[src/rtl/player_motion_if.sv]
// Signal bundle between the motion stage and its environment (keys, frame strobe,
// collider bounds in; registered position, status and debug state out).
interface player_motion_if;
  // frame_clk is a level strobe, not a valid/ready handshake: the stage updates once on
  // each 0->1 transition seen at Clk, and respawn is a one-cycle pulse with no acknowledge.
  logic frame_clk;
  logic respawn;
  logic key_left;
  logic key_right;
  logic key_jump;
  int   player_X_Min;
  int   player_X_Max;
  int   player_Y_Min;
  int   player_Y_Max;
  int   player_X_Pos;
  int   player_Y_Pos;
  logic on_ground;
  logic facing_left;
  logic dbg_state;
  int   dbg_vel_y;

  modport master (
    output frame_clk, respawn, key_left, key_right, key_jump,
    output player_X_Min, player_X_Max, player_Y_Min, player_Y_Max,
    input  player_X_Pos, player_Y_Pos, on_ground, facing_left, dbg_state, dbg_vel_y
  );

  modport slave (
    input  frame_clk, respawn, key_left, key_right, key_jump,
    input  player_X_Min, player_X_Max, player_Y_Min, player_Y_Max,
    output player_X_Pos, player_Y_Pos, on_ground, facing_left, dbg_state, dbg_vel_y
  );
endinterface

[src/rtl/player_motion.sv]
// Per-frame player motion: horizontal walking, gravity, jumping and floor/ceiling
// handling against the bounds box supplied by the collider.
module player_motion #(
    parameter int X_INIT     = 32,
    parameter int Y_INIT     = 415,
    parameter int X_STEP     = 2,
    parameter int JUMP_SPEED = 8,
    parameter int GRAVITY    = 1,
    parameter int MAX_FALL   = 8
) (
    input logic Clk,
    input logic Reset_n,
    player_motion_if.slave bus
);

    typedef enum logic {AIR = 1'b0, GROUND = 1'b1} state_t;

    state_t state_q, state_n;
    int     x_q, x_n;
    int     y_q, y_n;
    int     vel_q, vel_n;
    logic   armed_q, armed_n;
    logic   facing_q, facing_n;
    logic   frame_d;
    logic   tick;
    int     dx, x_t, y_t, v_t;

    assign tick = bus.frame_clk & ~frame_d;

    always_ff @(posedge Clk or negedge Reset_n) begin
        if (!Reset_n) begin
            state_q  <= AIR;
            x_q      <= X_INIT;
            y_q      <= Y_INIT;
            vel_q    <= 0;
            armed_q  <= 1'b1;
            facing_q <= 1'b0;
            frame_d  <= 1'b0;
        end else begin
            state_q  <= state_n;
            x_q      <= x_n;
            y_q      <= y_n;
            vel_q    <= vel_n;
            armed_q  <= armed_n;
            facing_q <= facing_n;
            frame_d  <= bus.frame_clk;
        end
    end

    always_comb begin
        state_n  = state_q;
        x_n      = x_q;
        y_n      = y_q;
        vel_n    = vel_q;
        facing_n = facing_q;
        // Re-arming on any released cycle makes a held jump key fire only once.
        armed_n  = armed_q | ~bus.key_jump;
        dx       = 0;
        x_t      = 0;
        y_t      = 0;
        v_t      = 0;
        if (bus.respawn) begin
            x_n     = X_INIT;
            y_n     = Y_INIT;
            vel_n   = 0;
            state_n = AIR;
        end else if (tick) begin
            if (bus.key_right && !bus.key_left) begin
                dx       = X_STEP;
                facing_n = 1'b0;
            end else if (bus.key_left && !bus.key_right) begin
                dx       = -X_STEP;
                facing_n = 1'b1;
            end
            // Max first, then Min, so Min wins when the collider hands back inverted bounds.
            x_t = x_q + dx;
            if (x_t > bus.player_X_Max) x_t = bus.player_X_Max;
            if (x_t < bus.player_X_Min) x_t = bus.player_X_Min;
            x_n = x_t;

            if (state_q == GROUND) begin
                if (bus.key_jump && armed_q) begin
                    y_t = y_q - JUMP_SPEED;
                    if (y_t < bus.player_Y_Min) y_t = bus.player_Y_Min;
                    y_n     = y_t;
                    vel_n   = GRAVITY - JUMP_SPEED;
                    armed_n = 1'b0;
                    state_n = AIR;
                end else if (y_q < bus.player_Y_Max) begin
                    vel_n   = 0;
                    state_n = AIR;
                end else begin
                    y_n = bus.player_Y_Max;
                end
            end else begin
                y_t = y_q + vel_q;
                if (vel_q >= 0 && y_t >= bus.player_Y_Max) begin
                    y_n     = bus.player_Y_Max;
                    vel_n   = 0;
                    state_n = GROUND;
                end else if (vel_q < 0 && y_t <= bus.player_Y_Min) begin
                    y_n   = bus.player_Y_Min;
                    vel_n = 0;
                end else begin
                    y_n = y_t;
                    v_t = vel_q + GRAVITY;
                    if (v_t > MAX_FALL) v_t = MAX_FALL;
                    vel_n = v_t;
                end
            end
        end
    end

    assign bus.player_X_Pos = x_q;
    assign bus.player_Y_Pos = y_q;
    assign bus.on_ground    = (state_q == GROUND);
    assign bus.facing_left  = facing_q;
    assign bus.dbg_state    = state_q;
    assign bus.dbg_vel_y    = vel_q;

endmodule
[src/flat_wrapper.sv]
// flat-port wrapper written by rule: the top's interface ports become plain ports
module player_motion_flat 
#(
    parameter int X_INIT     = 32,
    parameter int Y_INIT     = 415,
    parameter int X_STEP     = 2,
    parameter int JUMP_SPEED = 8,
    parameter int GRAVITY    = 1,
    parameter int MAX_FALL   = 8
)
  (Clk, Reset_n, bus_frame_clk, bus_respawn, bus_key_left, bus_key_right, bus_key_jump, bus_player_X_Min, bus_player_X_Max, bus_player_Y_Min, bus_player_Y_Max, bus_player_X_Pos, bus_player_Y_Pos, bus_on_ground, bus_facing_left, bus_dbg_state, bus_dbg_vel_y);
  player_motion_if bus_i ();
  input logic Clk;
  input logic Reset_n;
  input wire logic [$bits(bus_i.frame_clk)-1:0] bus_frame_clk;
  input wire logic [$bits(bus_i.respawn)-1:0] bus_respawn;
  input wire logic [$bits(bus_i.key_left)-1:0] bus_key_left;
  input wire logic [$bits(bus_i.key_right)-1:0] bus_key_right;
  input wire logic [$bits(bus_i.key_jump)-1:0] bus_key_jump;
  input wire logic [$bits(bus_i.player_X_Min)-1:0] bus_player_X_Min;
  input wire logic [$bits(bus_i.player_X_Max)-1:0] bus_player_X_Max;
  input wire logic [$bits(bus_i.player_Y_Min)-1:0] bus_player_Y_Min;
  input wire logic [$bits(bus_i.player_Y_Max)-1:0] bus_player_Y_Max;
  output wire logic [$bits(bus_i.player_X_Pos)-1:0] bus_player_X_Pos;
  output wire logic [$bits(bus_i.player_Y_Pos)-1:0] bus_player_Y_Pos;
  output wire logic [$bits(bus_i.on_ground)-1:0] bus_on_ground;
  output wire logic [$bits(bus_i.facing_left)-1:0] bus_facing_left;
  output wire logic [$bits(bus_i.dbg_state)-1:0] bus_dbg_state;
  output wire logic [$bits(bus_i.dbg_vel_y)-1:0] bus_dbg_vel_y;
  assign bus_i.frame_clk = bus_frame_clk;
  assign bus_i.respawn = bus_respawn;
  assign bus_i.key_left = bus_key_left;
  assign bus_i.key_right = bus_key_right;
  assign bus_i.key_jump = bus_key_jump;
  assign bus_i.player_X_Min = bus_player_X_Min;
  assign bus_i.player_X_Max = bus_player_X_Max;
  assign bus_i.player_Y_Min = bus_player_Y_Min;
  assign bus_i.player_Y_Max = bus_player_Y_Max;
  assign bus_player_X_Pos = bus_i.player_X_Pos;
  assign bus_player_Y_Pos = bus_i.player_Y_Pos;
  assign bus_on_ground = bus_i.on_ground;
  assign bus_facing_left = bus_i.facing_left;
  assign bus_dbg_state = bus_i.dbg_state;
  assign bus_dbg_vel_y = bus_i.dbg_vel_y;
  player_motion #(.X_INIT(X_INIT), .Y_INIT(Y_INIT), .X_STEP(X_STEP), .JUMP_SPEED(JUMP_SPEED), .GRAVITY(GRAVITY), .MAX_FALL(MAX_FALL)) u_core (.Clk(Clk), .Reset_n(Reset_n), .bus(bus_i));
endmodule
[config.mk]
export PLATFORM = sky130hd
export DESIGN_NAME = player_motion_flat
export DESIGN_NICKNAME = d
export VERILOG_FILES = /design/src/rtl/player_motion_if.sv /design/src/rtl/player_motion.sv /design/src/flat_wrapper.sv
export SDC_FILE = /design/constraint.sdc
export NUM_CORES = 1
export LEC_CHECK = 0
export CAP_MARGIN = 20
export CORE_UTILIZATION = 51
export DETAILED_ROUTE_END_ITERATION = 10
export PLACE_DENSITY = 0.91
export SLEW_MARGIN = 10
export SYNTH_ARGS = -nofsm -noshare
export SYNTH_HDL_FRONTEND = slang
export SYNTH_SLANG_ARGS = --single-unit
[constraint.sdc]
create_clock -name Clk -period 6.5 [get_ports Clk]
set_input_delay 0.975 -clock Clk [delete_from_list [all_inputs] [get_ports Clk]]
set_output_delay 0.975 -clock Clk [all_outputs]
set_load 0.005 [all_outputs]
; Yosys cells after proc, flatten, opt, wreduce, memory -nomap -nowiden
; Index checks and enable logic that the tools add are counted.
[totals]
register_bits = 100
input_bits = 135
out_inout_bits = 99
wordCells = 77
[op_classes]
n_addsub = 4
magnitude_cmp = 9
eq_ne = 2
muxes = 38
bitwise = 5
reduce_logical = 12
[ops]
columns = cell, n
row1 = 2-to-1 mux 32 bit, 26
row2 = less-than comparator 32 bit, 3
row3 = adder 32 bit, 2
row4 = adder 32 x 2 -> 32 bit (second input constant), 1
row5 = greater-or-equal comparator 32 x 1 -> 1 bit (second input constant), 1
row6 = greater-or-equal comparator 32 bit, 1
row7 = greater-than comparator 32 bit, 1
row8 = greater-than comparator 32 x 5 -> 1 bit (second input constant), 1
row9 = <= comparator 32 bit, 1
row10 = less-than comparator 32 x 1 -> 1 bit (second input constant), 1
row11 = subtractor 32 x 5 -> 32 bit (second input constant), 1
row12 = 2-to-1 mux 1 bit, 12
row13 = != test 4 bit (second input constant), 2
row14 = logical AND 1 bit, 5
row15 = AND reduction 2 bit, 2
row16 = nonzero test 2 bit, 2
row17 = inverter 1 bit, 3
row18 = AND reduction 3 bit, 1
row19 = logical NOT 1 bit, 2
row20 = bitwise AND 1 bit, 1
row21 = OR 1 bit, 1

; Longest topological paths before layout
[depth]
ltp_word = 15
depth_mapped = 39
ltp_nobuf = 33

; Least setup slack after synthesis
; No wires, ideal clock.
[synth_path]
kind = input port to flip-flop
from = in bus_key_right
to = reg u_core.x_q, in the netlist u_core.bus.player_X_Pos[0]
setup_ps = 136
arrival_time_ps = 8996
t_required_ps = 6364
setup_slack_ps = -2632
path_stages = 36
n_path_buf = 7
path_cell_list = inv_1 ha_1 clkbuf_1 clkbuf_1 clkbuf_1 clkbuf_1 clkbuf_1 xor2_1 ha_1 and3b_1 o21ai_0 a21boi_0 or2_2 nor4_1 a221oi_1 xnor2_1 ha_1 nand4_1 nor4_1 o21ai_0 nand4_1 a21oi_1 mux2i_1 clkbuf_1 mux2_2 ha_1 nand4_1 or2_2 or4_1 o22ai_1 nor4_1 a2bb2oi_1 o21a_1 buf_2 mux2i_1 o22ai_1
[synth_via]
elab_chain_cells = 15
elab_cells_between_ends = 16
cone_classes = add/sub (1) / order compare (2) / mux (10) / reduce/logical (3)
[synth_rtl]
columns = item, line
row1 = from (decl), flat_wrapper.sv:18  ; input wire logic [$bits(bus_i.key_right)-1:0] bus_key_right;
row2 = logical NOT 1 bit, player_motion.sv:71  ; end else if (bus.key_left && !bus.key_right) begin
row3 = logical AND 1 bit, player_motion.sv:71
row4 = 2-to-1 mux 32 bit, player_motion.sv:71
row5 = 2-to-1 mux 32 bit (*), player_motion.sv:68  ; if (bus.key_right && !bus.key_left) begin
row6 = 2-to-1 mux 32 bit (*), player_motion.sv:67  ; end else if (tick) begin
row7 = 2-to-1 mux 32 bit (*), player_motion.sv:62  ; if (bus.respawn) begin
row8 = adder 32 bit (*), player_motion.sv:76  ; x_t = x_q + dx;
row9 = greater-than comparator 32 bit, player_motion.sv:77  ; if (x_t > bus.player_X_Max) x_t = bus.player_X_Max;
row10 = 2-to-1 mux 32 bit (*), player_motion.sv:77
row11 = 2-to-1 mux 32 bit (*), player_motion.sv:67
row12 = 2-to-1 mux 32 bit (*), player_motion.sv:62
row13 = less-than comparator 32 bit, player_motion.sv:78  ; if (x_t < bus.player_X_Min) x_t = bus.player_X_Min;
row14 = 2-to-1 mux 32 bit (*), player_motion.sv:78
row15 = 2-to-1 mux 32 bit (*), player_motion.sv:67
row16 = 2-to-1 mux 32 bit (*), player_motion.sv:62
row17 = to (signal assigned), player_motion.sv:41  ; x_q <= x_n;
row18 = to (decl), player_motion.sv:19  ; int x_q, x_n;
; Every way passes the cells marked *; elsewhere a longest branch is shown, timed or not. The select of a mux whose other input is x is not followed.
; A chain may end at the register's enable or synchronous reset.

; Worst setup path after layout
; Same ends and word-level chain as after synthesis.

==> flow_summary.json <==
{
  "p_leak_nw": 9.98,
  "rsz0062_at_grt": "true",
  "crit_type": "in -> reg",
  "worst_slack_ps": -1120,
  "clkTransAtPathRegs_ps": 80,
  "regArea_um2": 2510,
  "cp_slowest_stage_delay_ps": 420,
  "ir_worst_vdd_mv": 0.271,
  "synthArstFlopShare_pct": 100,
  "status": "finished with violations",
  "skew_ps": 18.0,
  "final_cell_area_um2": 21100,
  "power_density_nw_per_um2": 446,
  "min_path_type": "reg -> reg",
  "synth-edff-count": 0,
  "final.min_clock_period_ps": 7620,
  "drv_cap": 0,
  "cts_buffers": 9,
  "first_pass_iters": 9,
  "r2r_start": "u_core.bus.player_X_Pos[2]",
  "drive_above_1_share_pct": 18.5,
  "ys_seq_elements": 100,
  "place_hpwl_um": 48900,
  "path_max_fanout": 8,
  "clk_path_buf_depth": 2,
  "core_region_area_um2": 29600,
  "track_usage_pct": 40.6,
  "grt_pass1_vias": 17959,
  "hold_depth": 2,
  "die_x_um": 176,
  "worstRegToRegCells": 32,
  "internal-power_w": 0.00462,
  "multi_input_area_um2": 12600,
  "dr.first_iter.drc_count": 2433,
  "synth-seq-area-share_pct": 16.3,
  "cts_tree": "built",
  "finalSetupViolations": 32,
  "slew-limit-headroom_pct": 22.0,
  "die_area_um2": 30900,
  "port_buffers": 233,
  "syn_inst": 2006,
  "initial_core_util_pct": 51.9,
  "r2r_end": "u_core.bus.player_X_Pos[0]",
  "worst_hold_slack_ps": 511,
  "layout_commonest_cell": "buf_4",
  "min_to": "u_core.armed_q",
  "fmax_ghz": 0.131,
  "post-route-util_pct": 71.2,
  "synth_warnings": 0,
  "seq_power_share_pct": 12.6,
  "route.antenna.remaining_nets": 0,
  "final_cell_mix": "buf_4, clkdlybuf4s50_1, ha_1, nand2_1, inv_1",
  "grt.overflow.total": 0,
  "post_dp_cell_area_um2": 19900,
  "critPathLaunchType": "input port",
  "antenna_cells": 0,
  "ios": 234,
  "synth_top_flop_cell": "dfrtp_1",
  "violations": "negative setup slack",
  "hp-start": "u_core.armed_q",
  "grt_first_pass_wirelength_um": 98800,
  "die-height_um": 176,
  "arrival_ps": 7810,
  "grt_antenna_before_repair": 0,
  "via_per_inst": 6.63,
  "syn_to_final_growth_pct": 37.1,
  "crit_path_top_delay_cell": "a221o_1",
  "grt_max_degree": 60,
  "nFillCells": 2269,
  "syn_nets": 2373,
  "netlist_area_um2": 15400,
  "cp-end-kind": "register",
  "ys_types": 86,
  "cts_max_level": 3,
  "clock-sinks": 100,
  "rows": 63,
  "drc": 0,
  "slew_violations": 0,
  "num_vias": 18622,
  "cp.required_ps": 6680,
  "nets": 2780,
  "avgSynthCellArea_um2": 7.67,
  "wl_per_cell_um": 23.2,
  "fin_crit_sh_pct": 117,
  "p_sw_w": 0.00479,
  "startpoint": "bus_key_right",
  "clk_latency_ps": 380,
  "drt-total-wl_um": 65100,
  "hold_viol": 0,
  "reg2reg_slack_ps": -590,
  "clockPowerShare_pct": 5.9,
  "gp_congestion": 1.00,
  "tightest_slew_ps": 1160,
  "share_comb_of_total_power_pct": 81.4,
  "cts_root_buf": "clkbuf_16",
  "p_sw_share_pct": 50.9
}
[cell type report]
type | instances | area share, %
clock buffers | 11 | 1.10
flip-flops and latches | 100 | 11.9
repair buffers | 506 | 21.7
inverters | 170 | 3.08
clock inverters | 5 | 0.202
well taps | 390 | 2.31
multi-input cells | 1626 | 59.6
[flip-flops by register name (all words and copies together), names as in the netlist]
signal / count
u_core.bus.dbg_state: 1
u_core.bus.dbg_vel_y: 32
u_core.bus.player_X_Pos: 32
u_core.bus.facing_left: 1
u_core.armed_q: 1
u_core.bus.player_Y_Pos: 32
u_core.frame_d: 1
[Yosys cell counts, types with 29 or more instances]
cell / instances / area, um2
nand3_1: 78 / 390
nor4_1: 30 / 188
nor3_1: 43 / 215
nor2_1: 119 / 447
dfrtp_1: 91 / 2280
mux2i_1: 36 / 360
xnor2_1: 65 / 569
inv_1: 169 / 634
o211ai_1: 32 / 240
a211o_1: 29 / 254
a21oi_1: 128 / 641
nand4_1: 53 / 332
clkbuf_1: 83 / 312
xor2_1: 44 / 385
nand2_1: 188 / 706
o21ai_0: 90 / 450
a21o_1: 42 / 315
ha_1: 231 / 2890
[cell families (layout without fill, tap and decap cells)]
kind of cell / count (synthesis) / in the layout / synth area share (%)
AND/OR/NAND/NOR: 644 / 644 / 21.2
AO/OA/AOI/OAI: 583 / 583 / 26.2
buffers and inverters: 280 / 692 / 7.13
adder cells (fa/ha/maj): 232 / 232 / 18.9
XOR/XNOR: 109 / 109 / 6.20
flip-flops: 100 / 100 / 16.3
multiplexers: 58 / 58 / 3.95
[per-stage QoR]
stage	total power [W]	instances	TNS (ps)	setup WS [ps]
after floorplan	0.00523	2006	-29470	-988
after global placement	0.00783	2764	-61260	-2030
after detailed placement	0.00800	2764	-67630	-2210
after CTS	0.00892	2797	-22930	-763
after global routing	0.00999	2808	-38190	-1270
final	0.00940	2808	-32880	-1120
[how the worst max path moves through the flow]
stage | endpoint | slack, ps
floorplan | u_core.bus.player_X_Pos[28] | -990
global placement | u_core.bus.player_X_Pos[9] | -2030
detailed placement | u_core.bus.player_X_Pos[2] | -2210
CTS | u_core.bus.player_X_Pos[28] | -760
global route | u_core.bus.player_X_Pos[0] | -1270
finish | u_core.bus.player_X_Pos[0] | -1120
[repair_timing]
action,in CTS,in global routing
pin swaps,45,51
endpoints found under the setup margin,32,86
hold buffers,0,0
setup buffers,15,13
cloned,2,0
gates resized for setup,92,58
[per-layer routing]
layer | up-vias | GRT usage (%) | share of wire, %
li1 | 8300 | - | -
met4 | 0 | 22.1 | 6.4
met2 | 1277 | 65.5 | 45
met1 | 8761 | 51.2 | 38
met3 | 284 | 7.58 | 11
met5 | - | 0 | 0
[power groups by stage]
| stage | logic, W | clock network (W) | registers [W] |
|---|---|---|---|
| final | 0.00765 | 0.000559 | 0.00119 |
| after global routing | 0.00821 | 0.000581 | 0.00120 |
| after CTS | 0.00720 | 0.000560 | 0.00116 |
| after detailed placement | 0.00683 | 0 | 0.00117 |
| after global placement | 0.00666 | 0 | 0.00117 |
| after floorplan | 0.00411 | 0 | 0.00112 |
[critical path: cells and delay by family]
kind	cells	cell delay (ps)
AOI/OAI and AO/OA	11	2310
and+or+nand+nor	8	1540
buffers and inverters	8	1070
muxes	3	910
adders and majority gates	3	790
xor gates and xnor gates	1	180
(Power assumes the default switching activity.)
